--- config.mk ---
export PLATFORM = sky130hd
export DESIGN_NAME = core_network_injector_flat
export DESIGN_NICKNAME = d
export VERILOG_FILES = /design/src/rtl/core_network_injector_if.sv /design/src/rtl/core_network_injector.sv /design/src/flat_wrapper.sv
export SDC_FILE = /design/constraint.sdc
export NUM_CORES = 1
export LEC_CHECK = 0
export CORE_AREA = 2 2 83 116
export DETAILED_ROUTE_END_ITERATION = 6
export DIE_AREA = 0 0 85 118
export GPL_TIMING_DRIVEN = 0
export HOLD_SLACK_MARGIN = 0.1
export PLACE_DENSITY = 0.74
export SETUP_SLACK_MARGIN = 0.4
export SLEW_MARGIN = 20
export SYNTH_ARGS = -nofsm -noshare
export SYNTH_HDL_FRONTEND = slang
export SYNTH_SLANG_ARGS = --single-unit
--- constraint.sdc ---
create_clock -name clk -period 3.3 [get_ports clk]
set_input_delay 0.495 -clock clk [delete_from_list [all_inputs] [get_ports clk]]
set_output_delay 0.495 -clock clk [all_outputs]
set_load 0.01 [all_outputs]
--- src/rtl/core_network_injector_if.sv ---
`default_nettype none
// ============================================================================
// Module   : core_network_injector_if
// Purpose  : Core-side request/response bundle between a core and the
//            network injector.
// Ports    : req_valid/req_ready/req_write/req_addr/req_wdata (request),
//            rsp_valid/rsp_data/rsp_timeout (load response), busy.
//            master = core side, slave = injector side.
// Revision : 1.0 - initial release
// ============================================================================
interface core_network_injector_if #(
  parameter int DATA_W = 6,
  parameter int ADDR_W = 7
);
  logic              req_valid;
  logic              req_ready;
  logic              req_write;
  logic [ADDR_W-1:0] req_addr;
  logic [DATA_W-1:0] req_wdata;
  logic              rsp_valid;
  logic [DATA_W-1:0] rsp_data;
  logic              rsp_timeout;
  logic              busy;

  modport master (
    output req_valid, req_write, req_addr, req_wdata,
    input  req_ready, rsp_valid, rsp_data, rsp_timeout, busy
  );

  modport slave (
    input  req_valid, req_write, req_addr, req_wdata,
    output req_ready, rsp_valid, rsp_data, rsp_timeout, busy
  );
endinterface
`default_nettype wire

--- src/rtl/core_network_injector.sv ---
`default_nettype none
// ============================================================================
// Module   : core_network_injector
// Purpose  : Queues core load/store requests, serialises them into one-cycle
//            router packets, tracks a single outstanding load and reports its
//            data (or a timeout) back to the core. Unmatched incoming packets
//            are counted in a saturating stray counter.
// Ports    : clk, reset (async, active-high)
//            core          - request/response bundle (slave side)
//            *Out          - registered packet toward the router
//            *In           - packet from the router
//            stray_count   - saturating count of unmatched incoming packets
// Revision : 1.0 - initial release
// ============================================================================
module core_network_injector #(
  parameter int DATA_W         = 6,
  parameter int NODE_ADDR_W    = 4,
  parameter int BANK_ADDR_W    = 3,
  parameter int LOCAL_ADDR     = 0,
  parameter int FIFO_DEPTH     = 4,
  parameter int TIMEOUT_CYCLES = 64
) (
  input  logic                               clk,
  input  logic                               reset,
  core_network_injector_if.slave             core,
  output logic [7:0]                         stray_count,
  output logic [NODE_ADDR_W+BANK_ADDR_W-1:0] destinationAddressOut,
  output logic [NODE_ADDR_W-1:0]             requesterAddressOut,
  output logic                               readOut,
  output logic                               writeOut,
  output logic [DATA_W-1:0]                  dataOut,
  input  logic [NODE_ADDR_W+BANK_ADDR_W-1:0] destinationAddressIn,
  input  logic [NODE_ADDR_W-1:0]             requesterAddressIn,
  input  logic                               readIn,
  input  logic                               writeIn,
  input  logic [DATA_W-1:0]                  dataIn
);

  localparam int ADDR_W  = NODE_ADDR_W + BANK_ADDR_W;
  localparam int PTR_W   = (FIFO_DEPTH > 1) ? $clog2(FIFO_DEPTH) : 1;
  localparam int TMR_W   = $clog2(TIMEOUT_CYCLES);
  localparam int ENTRY_W = 1 + ADDR_W + DATA_W;
  localparam logic [NODE_ADDR_W-1:0] LOCAL_NODE = NODE_ADDR_W'(LOCAL_ADDR);
  localparam logic [PTR_W:0]         FULL_COUNT = (PTR_W+1)'(FIFO_DEPTH);
  localparam logic [TMR_W-1:0]       TMR_LAST   = TMR_W'(TIMEOUT_CYCLES - 1);

  typedef enum logic [1:0] {S_IDLE = 2'd0, S_SEND = 2'd1, S_WAIT = 2'd2} state_t;

  // --------------------------------------------------------------------------
  // Request FIFO
  // --------------------------------------------------------------------------
  logic [ENTRY_W-1:0] fifo_mem_q [FIFO_DEPTH];
  logic [PTR_W-1:0]   wr_ptr_q, rd_ptr_q;
  logic [PTR_W:0]     count_q;
  state_t             state_q, state_d;

  logic w_full, w_empty, w_push, w_pop;
  logic              head_write;
  logic [ADDR_W-1:0] head_addr;
  logic [DATA_W-1:0] head_wdata;

  assign w_full  = (count_q == FULL_COUNT);
  assign w_empty = (count_q == '0);
  assign w_push  = core.req_valid && !w_full;
  assign w_pop   = (state_q == S_IDLE) && !w_empty;
  assign {head_write, head_addr, head_wdata} = fifo_mem_q[rd_ptr_q];

  always_ff @(posedge clk) begin
    if (w_push) fifo_mem_q[wr_ptr_q] <= {core.req_write, core.req_addr, core.req_wdata};
  end

  // Pointers are log2(depth) wide, so natural overflow gives the modulo wrap.
  always_ff @(posedge clk or posedge reset) begin
    if (reset) begin
      wr_ptr_q <= '0;
      rd_ptr_q <= '0;
      count_q  <= '0;
    end else begin
      if (w_push) wr_ptr_q <= wr_ptr_q + PTR_W'(1);
      if (w_pop)  rd_ptr_q <= rd_ptr_q + PTR_W'(1);
      case ({w_push, w_pop})
        2'b10:   count_q <= count_q + (PTR_W+1)'(1);
        2'b01:   count_q <= count_q - (PTR_W+1)'(1);
        default: count_q <= count_q;
      endcase
    end
  end

  // --------------------------------------------------------------------------
  // Packet / response state
  // --------------------------------------------------------------------------
  logic [ADDR_W-1:0]      pkt_dest_q, pkt_dest_d;
  logic [NODE_ADDR_W-1:0] pkt_req_q, pkt_req_d;
  logic                   pkt_rd_q, pkt_rd_d, pkt_wr_q, pkt_wr_d;
  logic [DATA_W-1:0]      pkt_data_q, pkt_data_d;
  logic [NODE_ADDR_W-1:0] pend_node_q, pend_node_d;
  logic [TMR_W-1:0]       timer_q, timer_d;
  logic                   rsp_valid_q, rsp_valid_d, rsp_timeout_q, rsp_timeout_d;
  logic [DATA_W-1:0]      rsp_data_q, rsp_data_d;
  logic [7:0]             stray_q, stray_d;

  // A reply is a write packet addressed to our node (bank ignored) that comes
  // from the node the outstanding load was sent to.
  logic w_match, w_in_pkt;
  logic unused_bank;
  assign unused_bank = ^destinationAddressIn[BANK_ADDR_W-1:0];
  assign w_in_pkt = readIn || writeIn;
  assign w_match  = (state_q == S_WAIT) && writeIn && !readIn
                 && (destinationAddressIn[ADDR_W-1 -: NODE_ADDR_W] == LOCAL_NODE)
                 && (requesterAddressIn == pend_node_q);

  always_comb begin
    state_d       = state_q;
    timer_d       = timer_q;
    pkt_dest_d    = pkt_dest_q;
    pkt_req_d     = pkt_req_q;
    pkt_rd_d      = pkt_rd_q;
    pkt_wr_d      = pkt_wr_q;
    pkt_data_d    = pkt_data_q;
    pend_node_d   = pend_node_q;
    rsp_valid_d   = 1'b0;
    rsp_timeout_d = 1'b0;
    rsp_data_d    = rsp_data_q;
    stray_d       = stray_q;
    if (w_in_pkt && !w_match && (stray_q != 8'hFF)) stray_d = stray_q + 8'd1;

    case (state_q)
      S_IDLE: begin
        if (!w_empty) begin
          pkt_dest_d  = head_addr;
          pkt_req_d   = LOCAL_NODE;
          pkt_wr_d    = head_write;
          pkt_rd_d    = !head_write;
          pkt_data_d  = head_write ? head_wdata : '0;
          pend_node_d = head_addr[ADDR_W-1 -: NODE_ADDR_W];
          state_d     = S_SEND;
        end
      end
      S_SEND: begin
        // The router cannot stall us, so the packet lives exactly one cycle.
        pkt_dest_d = '0;
        pkt_req_d  = '0;
        pkt_rd_d   = 1'b0;
        pkt_wr_d   = 1'b0;
        pkt_data_d = '0;
        if (pkt_wr_q) begin
          state_d = S_IDLE;
        end else begin
          state_d = S_WAIT;
          timer_d = '0;
        end
      end
      S_WAIT: begin
        timer_d = timer_q + TMR_W'(1);
        // Match is tested first so a reply on the last cycle still wins.
        if (w_match) begin
          rsp_valid_d = 1'b1;
          rsp_data_d  = dataIn;
          state_d     = S_IDLE;
        end else if (timer_q == TMR_LAST) begin
          rsp_valid_d   = 1'b1;
          rsp_timeout_d = 1'b1;
          rsp_data_d    = '0;
          state_d       = S_IDLE;
        end
      end
      default: state_d = S_IDLE;
    endcase
  end

  always_ff @(posedge clk or posedge reset) begin
    if (reset) begin
      state_q       <= S_IDLE;
      timer_q       <= '0;
      pkt_dest_q    <= '0;
      pkt_req_q     <= '0;
      pkt_rd_q      <= 1'b0;
      pkt_wr_q      <= 1'b0;
      pkt_data_q    <= '0;
      pend_node_q   <= '0;
      rsp_valid_q   <= 1'b0;
      rsp_timeout_q <= 1'b0;
      rsp_data_q    <= '0;
      stray_q       <= '0;
    end else begin
      state_q       <= state_d;
      timer_q       <= timer_d;
      pkt_dest_q    <= pkt_dest_d;
      pkt_req_q     <= pkt_req_d;
      pkt_rd_q      <= pkt_rd_d;
      pkt_wr_q      <= pkt_wr_d;
      pkt_data_q    <= pkt_data_d;
      pend_node_q   <= pend_node_d;
      rsp_valid_q   <= rsp_valid_d;
      rsp_timeout_q <= rsp_timeout_d;
      rsp_data_q    <= rsp_data_d;
      stray_q       <= stray_d;
    end
  end

  assign core.req_ready        = !w_full;
  assign core.rsp_valid        = rsp_valid_q;
  assign core.rsp_timeout      = rsp_timeout_q;
  assign core.rsp_data         = rsp_data_q;
  assign core.busy             = !w_empty || (state_q != S_IDLE);
  assign stray_count           = stray_q;
  assign destinationAddressOut = pkt_dest_q;
  assign requesterAddressOut   = pkt_req_q;
  assign readOut               = pkt_rd_q;
  assign writeOut              = pkt_wr_q;
  assign dataOut               = pkt_data_q;

endmodule
`default_nettype wire

--- src/flat_wrapper.sv ---
// flat-port wrapper written by rule: the top's interface ports become plain ports
module core_network_injector_flat 
#(
  parameter int DATA_W         = 6,
  parameter int NODE_ADDR_W    = 4,
  parameter int BANK_ADDR_W    = 3,
  parameter int LOCAL_ADDR     = 0,
  parameter int FIFO_DEPTH     = 4,
  parameter int TIMEOUT_CYCLES = 64
)
  (clk, reset, stray_count, destinationAddressOut, requesterAddressOut, readOut, writeOut, dataOut, destinationAddressIn, requesterAddressIn, readIn, writeIn, dataIn, core_req_valid, core_req_write, core_req_addr, core_req_wdata, core_req_ready, core_rsp_valid, core_rsp_data, core_rsp_timeout, core_busy);
  core_network_injector_if #(.DATA_W(DATA_W), .ADDR_W((7))) core_i ();
  input  logic clk;
  input  logic reset;
  output logic [7:0] stray_count;
  output logic [NODE_ADDR_W+BANK_ADDR_W-1:0] destinationAddressOut;
  output logic [NODE_ADDR_W-1:0] requesterAddressOut;
  output logic readOut;
  output logic writeOut;
  output logic [DATA_W-1:0] dataOut;
  input  logic [NODE_ADDR_W+BANK_ADDR_W-1:0] destinationAddressIn;
  input  logic [NODE_ADDR_W-1:0] requesterAddressIn;
  input  logic readIn;
  input  logic writeIn;
  input  logic [DATA_W-1:0] dataIn;
  input wire logic [$bits(core_i.req_valid)-1:0] core_req_valid;
  input wire logic [$bits(core_i.req_write)-1:0] core_req_write;
  input wire logic [$bits(core_i.req_addr)-1:0] core_req_addr;
  input wire logic [$bits(core_i.req_wdata)-1:0] core_req_wdata;
  output wire logic [$bits(core_i.req_ready)-1:0] core_req_ready;
  output wire logic [$bits(core_i.rsp_valid)-1:0] core_rsp_valid;
  output wire logic [$bits(core_i.rsp_data)-1:0] core_rsp_data;
  output wire logic [$bits(core_i.rsp_timeout)-1:0] core_rsp_timeout;
  output wire logic [$bits(core_i.busy)-1:0] core_busy;
  assign core_i.req_valid = core_req_valid;
  assign core_i.req_write = core_req_write;
  assign core_i.req_addr = core_req_addr;
  assign core_i.req_wdata = core_req_wdata;
  assign core_req_ready = core_i.req_ready;
  assign core_rsp_valid = core_i.rsp_valid;
  assign core_rsp_data = core_i.rsp_data;
  assign core_rsp_timeout = core_i.rsp_timeout;
  assign core_busy = core_i.busy;
  core_network_injector #(.DATA_W(DATA_W), .NODE_ADDR_W(NODE_ADDR_W), .BANK_ADDR_W(BANK_ADDR_W), .LOCAL_ADDR(LOCAL_ADDR), .FIFO_DEPTH(FIFO_DEPTH), .TIMEOUT_CYCLES(TIMEOUT_CYCLES)) u_core (.clk(clk), .reset(reset), .core(core_i), .stray_count(stray_count), .destinationAddressOut(destinationAddressOut), .requesterAddressOut(requesterAddressOut), .readOut(readOut), .writeOut(writeOut), .dataOut(dataOut), .destinationAddressIn(destinationAddressIn), .requesterAddressIn(requesterAddressIn), .readIn(readIn), .writeIn(writeIn), .dataIn(dataIn));
endmodule
==> impl_metrics.tcl <==
set metrics [dict create \
    post_cts_buffers 0 \
    area_growth_pct 25.6 \
    tns_ns 0 \
    critPathCaptureType "flip-flop" \
    yosys-top-cells-area "edfxtp_1 (38%), dfrtp_1 (29%), mux4_2 (7.2%)" \
    antenna_found_initial 0 \
    place.gp.congestion 0.748 \
    finalPower_mw 4.77 \
    synth_edf_count 56 \
    hpwl_mm 5.68 \
    finalMaxSlewViolations 0 \
    power.density_nw_per_um2 868 \
    clock_skew_ns 0.00912 \
    max_freq_mhz 462 \
    grt-ovfl-total 0 \
    async_flop_share_pct 47.2 \
    hold_slack_ns 0.484 \
    r2r_cells 9 \
    clk_pin_slew_ns 0.07 \
    numCtsBuffers 9 \
    grt_pass1_wl_mm 13.7 \
    drt-pass1-iter-count 4 \
    die_y_um 118 \
    synth_top_flop_cell "edfxtp_1" \
    via_per_inst 5.44 \
    p_leak_nw 2.18 \
    final_nets 403 \
    grt_start_max_net_pins 27 \
    hold_violations 0 \
    ys_seq_area_share_pct 67.1 \
    r2r_end "u_core.count_q[2]$_DFFE_PP0P_" \
    final_layout_size_suffix_gt1_share_pct 16.8 \
    synth_common_cells "edfxtp_1 (56), dfrtp_1 (50), nand2_1 (20), mux4_2 (14), xor2_1 (11)" \
    vdd.ir_drop.worst_mv 0.585 \
    wl_met1_mm 3.33 \
    antenna_left 0 \
    yosys_warnings 0 \
    post-route-period-util_pct 65.6 \
    start_util_pct 48.7 \
    avgRoutedWirePerCell_um 17.5 \
    synth.most_common_cell "edfxtp_1" \
    antenna_cells 0 \
    maxCapViolCount 0 \
    cp_cell_sequence "nor3_1 > nand2b_1 > buf_2 > inv_1 > ha_1 > fa_1 > xnor2_1 > nor2_1 > xor2_1" \
    layout.cells.non_filler 471 \
    yosys_register_bits 106 \
    wirelength_mm 8.27 \
    drcViolationCount 0 \
    reg2reg_setup_slack_ns 1.13 \
    grt_pass1_vias 2764 \
    cts_max_level 3 \
    dr_wl_met2_mm 4.35 \
    vias 2561 \
    cts_root_buf "clkbuf_16" \
    clk_path_buf_depth 2 \
    max-slew-margin-rel_pct 45.4 \
    cp_max_fo 10 \
    gr-usage-all-layers_pct 17.9 \
    yosysTopAreaCell "edfxtp_1" \
    tightest_slew_ns 0.819 \
    timing.final.crit_period_ns 2.17 \
    postSynthCellCount 279 \
    critPathSlowestCell "dfrtp_1" \
    num_rows 41 \
    cts_tree "done" \
    hold_start "u_core.destinationAddressOut[6]$_DFFE_PP0P_" \
    die_x_um 85 \
    port_buffers 65 \
    final_core_util_pct 61.2 \
    worstPathArrival_ns 2.40 \
    io_pins 73 \
    worstHoldPathCells 1 \
    synth_top_area_share_pct 38.5 \
    postCtsHoldBufs 0 \
    clkSinkCount 106 \
    coreArea_sq_um 8980 \
    cp.required_ns 3.53 \
    reg2reg_from "u_core.count_q[0]$_DFFE_PP0P_" \
    rsz0062_at_grt "false" \
    hold-path-endpoint "u_core.destinationAddressOut[6]$_DFFE_PP0P_" \
    fp.dieArea_sq_um 10000 \
    crit_type "reg -> reg" \
    synth_area_sq_um 4370 \
    start_kind "flip-flop" \
    slowest_delay_ns 0.44 \
    cts_resized 0 \
    synth.avg_cell_area_sq_um 15.7 \
    hp-class "reg -> reg" \
    dp.cells 455 \
    wl_met3_um 371 \
    outcome "finished, final reports clean" \
    setup_viol 0 \
    clk_latency_ns 0.34 \
    yosysUniqueCellTypes 45 \
    drt_iter0_drc 121 \
    top_layer "met4" \
]
where the power goes:
| group | switching [mW] | total [mW] | internal, mW | leakage [nW] |
|---|---|---|---|---|
| logic | 0.810 | 1.66 | 0.854 | 0.922 |
| clock network | 0.471 | 1.07 | 0.599 | 0.139 |
| registers | 0.241 | 2.03 | 1.79 | 1.12 |
| total | 1.52 | 4.77 | 3.25 | 2.18 |
stage by stage:
step,setup slack (ns),cell area (sq um)
after global placement,0.596,5170
final,1.13,5490
after detailed placement,0.799,5190
after global routing,0.908,5490
after floorplan,1.30,4380
after CTS,1.10,5490
worst max-delay path by stage:
stage	slack, ns	to	start
floorplan	1.30	u_core.count_q[2]$_DFFE_PP0P_	u_core.count_q[0]$_DFFE_PP0P_
global placement	0.60	u_core.dataOut[4]$_DFFE_PP0P_	reset
detailed placement	0.80	u_core.stray_count[7]$_DFFE_PP0P_	readIn
CTS	1.10	u_core.count_q[2]$_DFFE_PP0P_	u_core.count_q[0]$_DFFE_PP0P_
global route	0.91	u_core.count_q[2]$_DFFE_PP0P_	u_core.count_q[0]$_DFFE_PP0P_
finish	1.13	u_core.count_q[2]$_DFFE_PP0P_	u_core.count_q[0]$_DFFE_PP0P_
flip-flops by register name, indices dropped and copies added, names as in the netlist, 2 cells and up:
register,flops
u_core.core.rsp_data,6
u_core.count_q,3
u_core.dataOut,6
u_core.destinationAddressOut,7
u_core.fifo_mem_q,56
u_core.pend_node_q,4
u_core.rd_ptr_q,2
u_core.state_q,2
u_core.stray_count,8
u_core.timer_q,6
u_core.wr_ptr_q,2
layout make-up:
class / instances / area [sq um]
Buffer: 14 / 96.3
Clock buffer: 10 / 229
Clock inverter: 6 / 75.1
Fill cell: 685 / 3480
Inverter: 7 / 26.3
Multi-Input combinational cell: 155 / 1330
Sequential cell: 106 / 2930
Tap cell: 107 / 134
Timing Repair Buffer: 66 / 671
critical path, delay by kind of cell (launching register included):
| kind | cells | cell delay [ns] |
|---|---|---|
| xor+xnor | 2 | 0.28 |
| buf+inv | 2 | 0.27 |
| flops | 1 | 0.44 |
| simple gates | 3 | 0.45 |
| fa+ha+maj | 2 | 0.61 |
layer usage:
metal  vias up  global-route usage (%)
met5         -                       0
met4         0                    8.53
met3        13                    2.81
met2        84                    31.1
met1      1276                    21.6
li1       1188                       -
cells by family (layout without fill, tap and decap cells):
family / Yosys count / in the layout / synth area share (%)
AO/OA/AOI/OAI: 34 / 34 / 6.15
other: 1 / 4 / 0.0858
buffers and inverters: 21 / 103 / 2.80
XOR/XNOR: 19 / 19 / 3.81
multiplexers: 17 / 17 / 8.07
adder cells (fa/ha/maj): 8 / 8 / 2.46
AND/OR/NAND/NOR: 73 / 73 / 9.56
flip-flops: 106 / 106 / 67.1
cells in the final DEF (no fill, tap or decap), types with 3 or more instances in the layout:
| cell type | instances |
|---|---|
| clkdlybuf4s50_1 | 65 |
| edfxtp_1 | 56 |
| dfrtp_1 | 50 |
| nand2_1 | 20 |
| mux4_2 | 14 |
| xor2_1 | 11 |
| clkbuf_16 | 9 |
| xnor2_1 | 8 |
| nor2_1 | 8 |
| a21o_1 | 8 |
| ha_1 | 7 |
| inv_1 | 6 |
| and3_1 | 6 |
| nand2_2 | 6 |
| o21ai_2 | 6 |
| a32o_1 | 6 |
| o21ai_0 | 5 |
| a22o_1 | 5 |
| nand3_1 | 5 |
| and2_1 | 5 |
| nand2b_1 | 4 |
| nor3_1 | 4 |
| buf_2 | 4 |
| nor4_1 | 4 |
| buf_4 | 4 |
| conb_1 | 4 |
| clkbuf_1 | 3 |
| clkinvlp_4 | 3 |
Note: power is estimated with default switching activity, not from simulation.
